### src/rtl/sequenciador_ordena_if.sv
// Word stream bundle for the sorter: input side and output side.
// slave = sorter view, master = source/sink view.
interface sequenciador_ordena_if #(
  parameter int WIDTH = 9
);
  logic             in_valid;
  logic             in_ready;
  logic [WIDTH-1:0] in_data;
  logic             out_valid;
  logic             out_ready;
  logic [WIDTH-1:0] out_data;

  modport slave (
    input  in_valid,
    input  in_data,
    input  out_ready,
    output in_ready,
    output out_valid,
    output out_data
  );

  modport master (
    output in_valid,
    output in_data,
    output out_ready,
    input  in_ready,
    input  out_valid,
    input  out_data
  );
endinterface

### src/rtl/sequenciador_ordena.sv
// Block bubble sorter driving an external compare/swap unit.
// Optional EARLY_EXIT_EN: leave SORT after a pass with no swaps.
module sequenciador_ordena #(
  parameter  int WIDTH = 9,
  parameter  int N     = 8,
  localparam int SW    = $clog2(N*(N-1)/2+1),
  localparam int IW    = $clog2(N)
) (
  input  logic              clk,
  input  logic              rst_n,
  sequenciador_ordena_if.slave bus,
  output logic              cs_ena,
  output logic [WIDTH-1:0]  cs_a,
  output logic [WIDTH-1:0]  cs_b,
  input  logic [WIDTH-1:0]  cs_lo,
  input  logic [WIDTH-1:0]  cs_hi,
  output logic              busy,
  output logic              done,
  output logic [SW-1:0]     swap_count
);

  typedef enum logic [1:0] {
    LOAD,
    SORT,
    DRAIN
  } state_t;

  state_t           state;
  logic [WIDTH-1:0] bank [N];
  logic [IW-1:0]    wr_ptr;
  logic [IW-1:0]    rd_ptr;
  logic [IW-1:0]    i;
  logic [IW-1:0]    pass;
  logic [IW-1:0]    i_nx;
  logic [IW-1:0]    i_last;
  logic             swapped;
  logic             pass_end;
  logic             last_pass;
`ifdef EARLY_EXIT_EN
  logic             pass_swap;
`endif

  assign i_nx      = i + IW'(1);
  assign i_last    = IW'(N-2) - pass;
  assign pass_end  = (i == i_last);
  assign last_pass = (pass == IW'(N-2));
  assign swapped   = (cs_lo != cs_a);

  assign cs_ena        = (state == SORT);
  assign cs_a          = cs_ena ? bank[i] : '0;
  assign cs_b          = cs_ena ? bank[i_nx] : '0;
  assign bus.in_ready  = (state == LOAD);
  assign bus.out_valid = (state == DRAIN);
  assign bus.out_data  = bus.out_valid ? bank[rd_ptr] : '0;
  assign busy          = (state != LOAD);

  always_ff @(posedge clk or negedge rst_n) begin
    if (!rst_n) begin
      state      <= LOAD;
      wr_ptr     <= '0;
      rd_ptr     <= '0;
      i          <= '0;
      pass       <= '0;
      done       <= 1'b0;
      swap_count <= '0;
`ifdef EARLY_EXIT_EN
      pass_swap  <= 1'b0;
`endif
      for (int k = 0; k < N; k++) begin
        bank[k] <= '0;
      end
    end else begin
      done <= 1'b0;
      unique case (1'b1)
        (state == LOAD): begin
          if (bus.in_valid) begin
            bank[wr_ptr] <= bus.in_data;
            if (wr_ptr == IW'(N-1)) begin
              wr_ptr     <= '0;
              pass       <= '0;
              i          <= '0;
              swap_count <= '0;
`ifdef EARLY_EXIT_EN
              pass_swap  <= 1'b0;
`endif
              state      <= SORT;
            end else begin
              wr_ptr <= wr_ptr + IW'(1);
            end
          end
        end
        (state == SORT): begin
          bank[i]    <= cs_lo;
          bank[i_nx] <= cs_hi;
          if (swapped) begin
            swap_count <= swap_count + SW'(1);
          end
          if (pass_end) begin
            i    <= '0;
            pass <= pass + IW'(1);
`ifdef EARLY_EXIT_EN
            pass_swap <= 1'b0;
            if (last_pass || !(pass_swap || swapped)) begin
              state <= DRAIN;
            end
`else
            if (last_pass) begin
              state <= DRAIN;
            end
`endif
          end else begin
            i <= i_nx;
`ifdef EARLY_EXIT_EN
            pass_swap <= pass_swap | swapped;
`endif
          end
        end
        (state == DRAIN): begin
          if (bus.out_ready) begin
            if (rd_ptr == IW'(N-1)) begin
              rd_ptr <= '0;
              done   <= 1'b1;
              state  <= LOAD;
            end else begin
              rd_ptr <= rd_ptr + IW'(1);
            end
          end
        end
        default: begin
          state <= LOAD;
        end
      endcase
    end
  end

endmodule
### src/flat_wrapper.sv
// flat-port wrapper written by rule: the top's interface ports become plain ports
module sequenciador_ordena_flat 
#(
  parameter  int WIDTH = 9,
  parameter  int N     = 8,
  localparam int SW    = $clog2(N*(N-1)/2+1),
  localparam int IW    = $clog2(N)
)
  (clk, rst_n, cs_ena, cs_a, cs_b, cs_lo, cs_hi, busy, done, swap_count, bus_in_valid, bus_in_data, bus_out_ready, bus_in_ready, bus_out_valid, bus_out_data);
  sequenciador_ordena_if #(.WIDTH(WIDTH)) bus_i ();
  input  logic clk;
  input  logic rst_n;
  output logic cs_ena;
  output logic [WIDTH-1:0] cs_a;
  output logic [WIDTH-1:0] cs_b;
  input  logic [WIDTH-1:0] cs_lo;
  input  logic [WIDTH-1:0] cs_hi;
  output logic busy;
  output logic done;
  output logic [SW-1:0] swap_count;
  input wire logic [$bits(bus_i.in_valid)-1:0] bus_in_valid;
  input wire logic [$bits(bus_i.in_data)-1:0] bus_in_data;
  input wire logic [$bits(bus_i.out_ready)-1:0] bus_out_ready;
  output wire logic [$bits(bus_i.in_ready)-1:0] bus_in_ready;
  output wire logic [$bits(bus_i.out_valid)-1:0] bus_out_valid;
  output wire logic [$bits(bus_i.out_data)-1:0] bus_out_data;
  assign bus_i.in_valid = bus_in_valid;
  assign bus_i.in_data = bus_in_data;
  assign bus_i.out_ready = bus_out_ready;
  assign bus_in_ready = bus_i.in_ready;
  assign bus_out_valid = bus_i.out_valid;
  assign bus_out_data = bus_i.out_data;
  sequenciador_ordena #(.WIDTH(WIDTH), .N(N)) u_core (.clk(clk), .rst_n(rst_n), .bus(bus_i), .cs_ena(cs_ena), .cs_a(cs_a), .cs_b(cs_b), .cs_lo(cs_lo), .cs_hi(cs_hi), .busy(busy), .done(done), .swap_count(swap_count));
endmodule
### config.mk
export PLATFORM = sky130hd
export DESIGN_NAME = sequenciador_ordena_flat
export DESIGN_NICKNAME = d
export VERILOG_FILES = /design/src/rtl/sequenciador_ordena_if.sv /design/src/rtl/sequenciador_ordena.sv /design/src/flat_wrapper.sv
export SDC_FILE = /design/constraint.sdc
export NUM_CORES = 1
export LEC_CHECK = 0
export CAP_MARGIN = 25
export CORE_MARGIN = 4
export CORE_UTILIZATION = 35
export CTS_CLUSTER_DIAMETER = 60
export DETAILED_ROUTE_END_ITERATION = 10
export HOLD_SLACK_MARGIN = 0.12
export PLACE_DENSITY = 0.58
export REMOVE_ABC_BUFFERS = 1
export SLEW_MARGIN = 20
export SYNTH_ARGS = -nofsm -noshare
export SYNTH_HDL_FRONTEND = slang
export SYNTH_SLANG_ARGS = --single-unit
### constraint.sdc
create_clock -name clk -period 7.8 [get_ports clk]
set_input_delay 1.56 -clock clk [delete_from_list [all_inputs] [get_ports clk]]
set_output_delay 1.56 -clock clk [all_outputs]
set_load 0.01 [all_outputs]
==> summary.txt, run 1 <==
GRT
  – First-pass GRT wire length: 41,800 um
  – Met1 usage: 0.336
  – Initial antenna violation count: 0
  – Tot GR Track Use: 0.248
  – Largest net degree at the start of global routing: 65
  – Vias in the first global route: 6,743
  – GR Util met3: 0.0585
  – Met2 usage: 0.377
  – Total gr overflow: 0
  – GRT Max-Usage Layer: met2

Logic synthesis
  – Count of different cell masters after synthesis: 49
  – Cell area after synthesis: 0.00689 mm^2
  – Most area-hungry cell type in the Yosys netlist: dfrtp_1
  – Top post-synthesis cells by count: a22oi_1 (117), dfrtp_1 (92), nand2_1 (65)
  – Top cells by area, synth: dfrtp_1 (33%), a22oi_1 (13%), mux4_2 (6.5%)
  – Cells after Synth: 727
  – Main synth FF type: dfrtp_1
  – Post-synth EDFFs: 0
  – Synth warn: 0
  – Yosys reg bits: 92
  – Mean Syn Cell Area: 9.48 um^2
  – Seq/Total Area, Yosys: 0.334
  – Post-synth ARST share: 1.00
  – Cell with the most instances after synthesis: a22oi_1
  – Share of the synthesized area in the top cell type: 0.334

Clock tree
  – Postcts setup bufs: 0
  – Clock Sink Count: 92
  – CTS Buf Count: 9
  – Worst skew pair latency: 0.37 ns
  – Bufs on Longest Clock Path: 2
  – Root buf cell: clkbuf_16
  – H-tree levels: 3
  – CTS resizes: 0
  – Reg clk slew, reported paths: 0.07 ns
  – TritonCTS clock tree: yes
  – Hold Buf Count CTS: 0

Routing
  – First DRT Iteration DRCs: 782
  – # DRC: 0
  – WL final: 27,200 um
  – Routed wire per std cell: 26.7 um
  – Antenna viol nets, final: 0
  – Routed vias/inst: 6.67
  – DRT Pass-1 Iters: 9
  – Via count: 6,791

Cells and area
  – Core Util, Final: 0.413
  – Multi-input logic area: 0.00424 mm^2
  – Post-Layout Cell Count: 1,018
  – Area grow syn2layout: 16.2%
  – Antenna cells: 0
  – FILL cells: 1,936
  – FF+latch area: 0.00230 mm^2
  – Layout cells sized above 1: 0.0983
  – Layout Nets: 788

Worst setup path
  – Crit Path Max Fanout: 53
  – CP Class: reg2out
  – Critical path required time: 6.24 ns
  – Worst-case reg-to-reg path depth: 8
  – Startpoint Class: flip-flop
  – CP Capture Type: primary output
  – Data arrival, critical path: 3.80 ns

Power and ir drop
  – Pwr Density: 471 mW/mm^2
  – VDD IR max: 0.000173 V
  – Lkg Pwr: 2.76 nW

Placement
  – # port buffers: 67
  – Detailed Place HPWL: 17,400 um
  – Setup slack after placement: 2.82 ns
  – GP Congestion: 0.913
  – DP Cell Count: 1,001

Die
  – Row Count: 51
  – Core Area: 0.0194 mm^2
  – IO Pins: 68
  – Die height: 148 um
  – Initial Utilization: 0.355
  – Die area: 0.0220 mm^2
  – Die W: 148 um

STA
  – Max-slew headroom: 0.239
  – Tightest Pin Transition: 1.14 ns
  – Final Max Slew Viols: 0
  – Fmax: 187 MHz
  – RSZ-0062 raised after global routing: false
  – Fin Clk Skew: 0.0155 ns
  – Final Worst Setup Slack: 2.44 ns
  – Final hold violations: 0
  – Final period utilization: 0.687
  – Fin Setup TNS: 0 ns
  – Final Hold Slack: 0.546 ns
  – Setup violations, final: 0
  – Final min period: 5.36 ns

Min path
  – HP Class: reg2reg
  – Hold Path Stages: 2

Outcome
  – Outcome: completed

Flow run
  – Max-Cap Viols: 0
routing by layer:
metal  routed length, um  vias to the layer above
li1                    -                     2901
met1               11100                     3376
met2               12200                      441
met3                2750                       73
met4                1180                        0
met5                   0                        -
final cells by class:
cell class	instances	area share
multi-input cells	552	0.529
flip-flops and latches	92	0.288
repair buffers	88	0.104
well taps	265	0.0414
clock buffers	9	0.0281
clock inverters	7	0.00719
inverters	5	0.00234
path summary, 6_finish.rpt:
path / from / to / slack, ns
hold reg to reg: u_core.bank[49]$_DFFE_PN0P_ / u_core.bank[49]$_DFFE_PN0P_ / 0.55
setup reg to reg: u_core.i[2]$_DFFE_PN0P_ / u_core.bank[41]$_DFFE_PN0P_ / 3.92
hold / removal: u_core.bank[49]$_DFFE_PN0P_ / u_core.bank[49]$_DFFE_PN0P_ / 0.55
min in group asynchronous: rst_n / u_core.state[1]$_DFFE_PN0P_ / 1.12
setup / recovery: u_core.i[0]$_DFFE_PN0P_ / cs_b[3] / 2.44
max in group asynchronous: rst_n / u_core.bank[15]$_DFFE_PN0P_ / 5.49
critical path: stages (launching register included):
cell	delay (ns)
dfrtp_2	0.34
buf_4	0.58
ha_1	0.38
xor2_1	0.17
nor2_1	0.53
buf_4	0.36
a22oi_1	0.12
a41oi_1	0.33
clkdlybuf4s50_1	0.61
cells in the final DEF (no fill, tap or decap), types with 20 or more instances in the layout:
cell,netlist,routed
nor2_1,31,31
nand2_1,65,65
a22oi_1,117,117
clkdlybuf4s50_1,0,66
o221ai_1,45,45
mux2i_1,41,41
o21a_1,49,49
buf_4,2,21
dfrtp_1,92,91
o21ai_0,42,42
o22a_1,27,27
mux4_2,20,20
metrics by stage:
step | power, W | cell area (um^2)
finish | 0.00377 | 8010
global route | 0.00399 | 8010
CTS | 0.00372 | 7990
detailed placement | 0.00328 | 7710
global placement | 0.00323 | 7700
floorplan | 0.00236 | 6550
state kept, by name (all words and copies together) (netlist names):
register,count
u_core.state,2
u_core.done,1
u_core.i,3
u_core.pass,3
u_core.rd_ptr,3
u_core.swap_count,5
u_core.bank,72
u_core.wr_ptr,3
cells by family after synthesis:
kind of cell	Yosys count	synth area share
AO/OA/AOI/OAI	311	0.340
AND/OR/NAND/NOR	151	0.104
flip-flops	92	0.334
buffers and inverters	83	0.0527
multiplexers	64	0.131
XOR/XNOR	17	0.0216
adder cells (fa/ha/maj)	9	0.0163
power by group:
group          switching [W]  internal (W)  leakage (nW)  total [W]
combinational        0.00137      0.000974          1.47    0.00234
sequential          0.000288      0.000696          1.16   0.000983
clock               0.000221      0.000222         0.135   0.000443
No activity file was read; power rests on OpenSTA's default activity.
==> run 2, diff against run 1 <==
==> constraint.sdc (replaced) <==
create_clock -name clk -period 5.4 [get_ports clk]
set_input_delay 1.08 -clock clk [delete_from_list [all_inputs] [get_ports clk]]
set_output_delay 1.08 -clock clk [all_outputs]
set_load 0.01 [all_outputs]
==> summary.txt, run 2 (synthesized netlist as in run 1, its figures left out) <==
Outcome
  – Outcome: completed

Cells and area
  – Layout cells sized above 1: 0.105 (+0.00713)
  – Biggest regs: u_core.bank x72, u_core.swap_count x5
  – Antenna cells: 0 (unchanged)
  – Most common cell after layout, fill and taps aside: a22oi_1
  – Most frequent cells in the layout: a22oi_1 (117), dfrtp_1 (91), clkdlybuf4s50_1 (66)
  – Area grow syn2layout: 17.6%
  – Most flop-heavy register: u_core.bank
  – Core Util, Final: 0.418 (+0.00490)
  – Layout Nets: 795 (+0.89%)
  – FILL cells: 1,926 (-0.52%)
  – Final instance area: 0.00810 mm^2 (+1.2%)
  – Largest register FFs: 72 (unchanged)

STA
  – Final min period: 4.66 ns
  – Final Max Slew Viols: 0 (unchanged)
  – Fin Clk Skew: 0.0139 ns (-0.00157 ns)
  – RSZ-0062 raised after global routing: false
  – Final Hold Slack: 0.547 ns (+0.00110 ns)
  – Tightest Pin Transition: 1.03 ns (-0.108 ns)
  – Max-slew headroom: 0.309 (+0.0698)
  – Fmax: 214 MHz
  – Final period utilization: 0.864
  – Fin Setup TNS: 0 ns (unchanged)
  – Setup violations, final: 0 (unchanged)
  – Final hold violations: 0 (unchanged)

GRT
  – Total gr overflow: 0 (unchanged)
  – Vias in the first global route: 6,766 (+0.34%)
  – First-pass GRT wire length: 40,900 um (-2.2%)
  – Initial antenna violation count: 0 (unchanged)
  – Largest net degree at the start of global routing: 73 (+12%)
  – Tot GR Track Use: 0.243 (-0.00473)

Worst setup path
  – Crit Path Max Fanout: 16 (-70%)
  – Startpoint Class: flip-flop
  – CP Class: reg2out
  – CP Capture Type: primary output
  – R2R Setup Slk: 1.77 ns (-2.15 ns)
  – Critical path required time: 4.32 ns (-1.92 ns)
  – Worst-case reg-to-reg path depth: 7 (-1)
  – Crit. Startpoint: u_core.i[1]$_DFFE_PN0P_
  – FF-to-FF Start: u_core.i[2]$_DFFE_PN0P_
  – Reg-to-Reg End: u_core.swap_count[0]$_DFFE_PN0P_
  – Data arrival, critical path: 3.58 ns (-0.22 ns)

Routing
  – First DRT Iteration DRCs: 914 (+17%)
  – # DRC: 0 (unchanged)
  – Antenna viol nets, final: 0 (unchanged)
  – DRT Pass-1 Iters: 7 (-2)
  – WL final: 27,200 um (about the same)
  – Routed vias/inst: 6.71 (+0.66%)
  – Routed wire per std cell: 26.5 um (-0.66%)
  – Via count: 6,876 (+1.3%)

Min path
  – HP Start: u_core.bank[1]$_DFFE_PN0P_
  – Hold Path Stages: 2 (unchanged)
  – HP Class: reg2reg
  – Hold Path End: u_core.bank[1]$_DFFE_PN0P_

Die
  – Initial Utilization: 0.355 (unchanged)
  – Die area: 0.0220 mm^2 (unchanged)
  – IO Pins: 68 (unchanged)
  – Row Count: 51 (unchanged)
  – Die height: 148 um (unchanged)
  – Core Area: 0.0194 mm^2 (unchanged)
  – Die W: 148 um (unchanged)

Clock tree
  – H-tree levels: 3 (unchanged)
  – Worst skew pair latency: 0.36 ns (about the same)
  – Reg clk slew, reported paths: 0.06 ns (about the same)
  – Postcts setup bufs: 0 (unchanged)
  – Root buf cell: clkbuf_16
  – Hold Buf Count CTS: 0 (unchanged)
  – Clock Sink Count: 92 (unchanged)
  – TritonCTS clock tree: yes
  – Bufs on Longest Clock Path: 2 (unchanged)
  – CTS Buf Count: 9 (unchanged)
  – CTS resizes: 0 (unchanged)

Placement
  – # port buffers: 67 (unchanged)
  – Area after DPL: 0.00776 mm^2 (+0.68%)
  – GP Congestion: 0.904 (-0.93%)
  – Detailed Place HPWL: 17,300 um (-0.52%)

Flow run
  – Max-Cap Viols: 0 (unchanged)

Power and ir drop
  – Lkg Pwr: 2.82 nW (+2.1%)
  – Pwr Density: 689 mW/mm^2 (+46%)
  – VDD IR max: 0.000272 V (+57%)
==> run 2: cell types whose count changed in the layout (fill, tap and decap cells not counted) <==
| cell | before | now |
|---|---|---|
| clkbuf_8 | 0 | 2 |
| clkinvlp_4 | 2 | 1 |
| inv_6 | 3 | 0 |
| buf_4 | 21 | 28 |
| inv_8 | 1 | 0 |
| bufinv_16 | 0 | 2 |
==> run 2: worst max path at each step <==
stage | endpoint | slack (ns)
floorplan | cs_b[4] | 0.94
global placement | cs_b[8] | 1.26
detailed placement | cs_b[7] | 1.17
CTS | cs_b[7] | 0.79
global route | cs_b[7] | 0.59
finish | cs_b[7] | 0.74
==> run 2: area by class of cell <==
cell class,instances,area [um^2],area share
well taps,265,332,0.0409
clock buffers,11,253,0.0312
clock inverters,4,72.6,0.00896
flip-flops and latches,92,2300,0.284
multi-input cells,552,4240,0.523
inverters,5,18.8,0.00232
repair buffers,95,886,0.109
==> run 2: power breakdown <==
part	switching, W	leakage (nW)	internal (W)
Sequential	0.000412	1.16	0.00101
Clock	0.000286	0.158	0.000428
Combinational	0.00200	1.50	0.00145
Total	0.00270	2.82	0.00288
==> run 2: worst max-delay path, cell delays in order (launching register included) <==
cell and delay (ns):
dfrtp_1 0.72, ha_1 0.43, nand2b_1 0.22, nor2_2 0.58, buf_4 0.33, a22oi_1 0.09
a41oi_1 0.27, clkdlybuf4s50_1 0.59
==> run 2: metal layers <==
layer / routed length [um] / global-route usage
met4: 988 / 0.0988
met5: 0 / 0
met2: 12000 / 0.373
met3: 2790 / 0.0573
met1: 11400 / 0.332
==> run 2: through the flow <==
| step | power (W) | std cells | setup slack, ns |
|---|---|---|---|
| global placement | 0.00469 | 1008 | 1.26 |
| CTS | 0.00550 | 1023 | 0.785 |
| global route | 0.00588 | 1024 | 0.595 |
| detailed placement | 0.00478 | 1008 | 1.17 |
| floorplan | 0.00340 | 649 | 0.941 |
| finish | 0.00558 | 1024 | 0.736 |
==> run 3, diff against run 2 <==
--- a/config.mk
+++ b/config.mk
@@ -6,6 +6,7 @@
 export NUM_CORES = 1
 export LEC_CHECK = 0
 export CAP_MARGIN = 25
+export CORE_ASPECT_RATIO = 1.5
 export CORE_MARGIN = 4
 export CORE_UTILIZATION = 35
 export CTS_CLUSTER_DIAMETER = 60
@@ -13,7 +14,6 @@
 export HOLD_SLACK_MARGIN = 0.12
 export PLACE_DENSITY = 0.58
 export REMOVE_ABC_BUFFERS = 1
-export SLEW_MARGIN = 20
 export SYNTH_ARGS = -nofsm -noshare
 export SYNTH_HDL_FRONTEND = slang
 export SYNTH_SLANG_ARGS = --single-unit
==> constraint.sdc (replaced) <==
create_clock -name clk -period 5.4 [get_ports clk]
set_input_delay 1.08 -clock clk [delete_from_list [all_inputs] [get_ports clk]]
set_output_delay 1.08 -clock clk [all_outputs]
set_load 0.02 [all_outputs]
==> summary.txt, run 3 (synthesized netlist as in run 1, its figures left out) <==
Power and ir drop
  – VDD IR max: 0.000257 V (-5.2%)
  – Clock share of power: 0.133 (+0.005)
  – Sequential Power Share: 0.245 (-0.009)
  – Pint: 0.00290 W (+0.83%)
  – Lkg Pwr: 2.83 nW (+0.26%)
  – Pwr Density: 705 mW/mm^2 (+2.4%)
  – Switching part of the total: 0.492 (+0.00836)
  – Comb power frac: 0.622 (+0.004)
  – Sw power: 0.00281 W (+4.3%)

Routing
  – DRT Pass-1 Iters: 5 (-2)
  – WL final: 27,900 um (+2.5%)
  – # DRC: 0 (unchanged)
  – Routed wire per std cell: 27.4 um (+3.4%)
  – Antenna viol nets, final: 0 (unchanged)
  – Routed vias/inst: 6.82 (+1.5%)
  – First DRT Iteration DRCs: 641 (-30%)
  – Via count: 6,920 (+0.64%)

Placement
  – Area after DPL: 0.00774 mm^2 (-0.24%)
  – Detailed Place HPWL: 17,800 um (+2.8%)
  – Setup slack after placement: 0.990 ns (-0.183 ns)
  – # port buffers: 67 (unchanged)
  – GP Congestion: 0.933 (+3.2%)

STA
  – RSZ-0062 raised after global routing: false
  – Max-slew headroom: 0.254 (-0.0552)
  – Final Max Slew Viols: 0 (unchanged)
  – Setup violations, final: 0 (unchanged)
  – Final hold violations: 0 (unchanged)
  – Final min period: 4.87 ns (+0.203 ns)
  – Fmax: 205 MHz (-4.2%)
  – Final Hold Slack: 0.542 ns (-0.00539 ns)
  – Fin Setup TNS: 0 ns (unchanged)
  – Fin Clk Skew: 0.00948 ns (-0.00441 ns)
  – Final Worst Setup Slack: 0.533 ns (-0.203 ns)
  – Tightest Pin Transition: 1.12 ns (+0.0882 ns)
  – Final period utilization: 0.901 (+0.0377)

Die
  – Die W: 123 um (-17%)
  – Initial Utilization: 0.358 (+0.00296)
  – Die height: 180 um (+21%)
  – Die area: 0.0220 mm^2 (+0.21%)
  – Core Area: 0.0192 mm^2 (-0.83%)
  – IO Pins: 68 (unchanged)
  – Row Count: 62 (+22%)

Cells and area
  – Layout Nets: 794 (-0.13%)
  – Largest register FFs: 72 (unchanged)
  – Antenna cells: 0 (unchanged)
  – Layout cells sized above 1: 0.104 (-0.00132)
  – Most common cell after layout, fill and taps aside: a22oi_1
  – Most flop-heavy register: u_core.bank
  – Most frequent cells in the layout: a22oi_1 (117), dfrtp_1 (91), clkdlybuf4s50_1 (66)
  – FILL cells: 1,951 (+1.3%)
  – Area grow syn2layout: 17.7% (about the same)
  – Biggest regs: u_core.bank x72, u_core.swap_count x5
  – Final instance area: 0.00811 mm^2 (about the same)

Worst setup path
  – Startpoint Class: flip-flop
  – R2R Setup Slk: 1.89 ns (+0.12 ns)
  – Worst-case reg-to-reg path depth: 8 (+1)
  – Critical path required time: 4.32 ns (about the same)
  – FF-to-FF Start: u_core.i[1]$_DFFE_PN0P_
  – Data arrival, critical path: 3.79 ns (+0.21 ns)
  – CP Capture Type: primary output
  – CP Class: reg2out
  – Reg-to-Reg End: u_core.bank[27]$_DFFE_PN0P_
  – Crit Path Max Fanout: 16 (unchanged)

Outcome
  – Outcome: completed

Clock tree
  – H-tree levels: 3 (unchanged)
  – Bufs on Longest Clock Path: 2 (unchanged)
  – Root buf cell: clkbuf_16
  – CTS resizes: 0 (unchanged)
  – Worst skew pair latency: 0.35 ns (about the same)
  – Postcts setup bufs: 0 (unchanged)
  – CTS Buf Count: 9 (unchanged)
  – Hold Buf Count CTS: 0 (unchanged)
  – Reg clk slew, reported paths: 0.07 ns (about the same)
  – TritonCTS clock tree: yes
  – Clock Sink Count: 92 (unchanged)

GRT
  – Vias in the first global route: 6,980 (+3.2%)
  – Total gr overflow: 0 (unchanged)
  – Initial antenna violation count: 0 (unchanged)
  – First-pass GRT wire length: 42,300 um (+3.4%)
  – Largest net degree at the start of global routing: 69 (-5.5%)
  – Tot GR Track Use: 0.252 (+0.00834)

Min path
  – Hold Path Stages: 2 (unchanged)
  – HP Class: reg2reg
  – Hold Path End: u_core.bank[8]$_DFFE_PN0P_
  – HP Start: u_core.bank[8]$_DFFE_PN0P_

Flow run
  – Max-Cap Viols: 0 (unchanged)
-- run 3: changes by cell type in the layout (fill, tap and decap cells not counted), sizes merged --
cell      before  now
buf           29   28
bufinv         2    3
clkinvlp       1    0
inv            5    6
-- run 3: worst max path at each step --
| stage | slack [ns] | end | startpoint | cells after the start |
|---|---|---|---|---|
| floorplan | 0.79 | cs_b[0] | u_core.i[0]$_DFFE_PN0P_ | 5 |
| global placement | 1.02 | cs_b[6] | u_core.i[1]$_DFFE_PN0P_ | 7 |
| detailed placement | 0.99 | cs_b[6] | u_core.i[1]$_DFFE_PN0P_ | 7 |
| finish | 0.53 | cs_b[6] | u_core.i[1]$_DFFE_PN0P_ | 7 |
| CTS | 0.60 | cs_b[6] | u_core.i[1]$_DFFE_PN0P_ | 7 |
| global route | 0.41 | cs_b[6] | u_core.i[1]$_DFFE_PN0P_ | 7 |
-- run 3: cell type report --
cell class	instances	area (um^2)	area share
Multi-Input combinational cell	552	4240	0.523
Sequential cell	92	2300	0.284
Timing Repair Buffer	94	878	0.108
Tap cell	256	320	0.0395
Clock buffer	11	243	0.0299
Clock inverter	5	108	0.0133
Inverter	5	18.8	0.00231
-- run 3: layer usage --
layer / routed length (um) / global-route usage / up-vias
met5: 0 / 0 / -
met4: 2380 / 0.192 / 0
met3: 2230 / 0.0399 / 146
met2: 13100 / 0.394 / 437
met1: 10100 / 0.305 / 3426
li1: - / - / 2911
-- run 3: metrics by stage --
step / std cells / total power, W / utilization
finish: 1015 / 0.00572 / 0.422
global placement: 998 / 0.00481 / 0.403
floorplan: 649 / 0.00351 / -
detailed placement: 998 / 0.00488 / 0.403
CTS: 1014 / 0.00565 / 0.421
global route: 1015 / 0.00603 / 0.422
-- run 3: power by group through the flow --
stage	clock, W	combinational (W)	sequential, W
after floorplan	0	0.00215	0.00135
after global placement	0	0.00344	0.00138
after detailed placement	0	0.00348	0.00140
after CTS	0.000769	0.00350	0.00138
after global routing	0.000795	0.00380	0.00143
final	0.000759	0.00356	0.00140
-- run 3: worst max-delay path: stages (launching register included) --
cell and delay, ns:
dfrtp_1 0.73, ha_1 0.43, nand2b_1 0.21, nor2_2 0.78, buf_4 0.28, a22oi_1 0.07
a41oi_1 0.28, clkdlybuf4s50_1 0.65
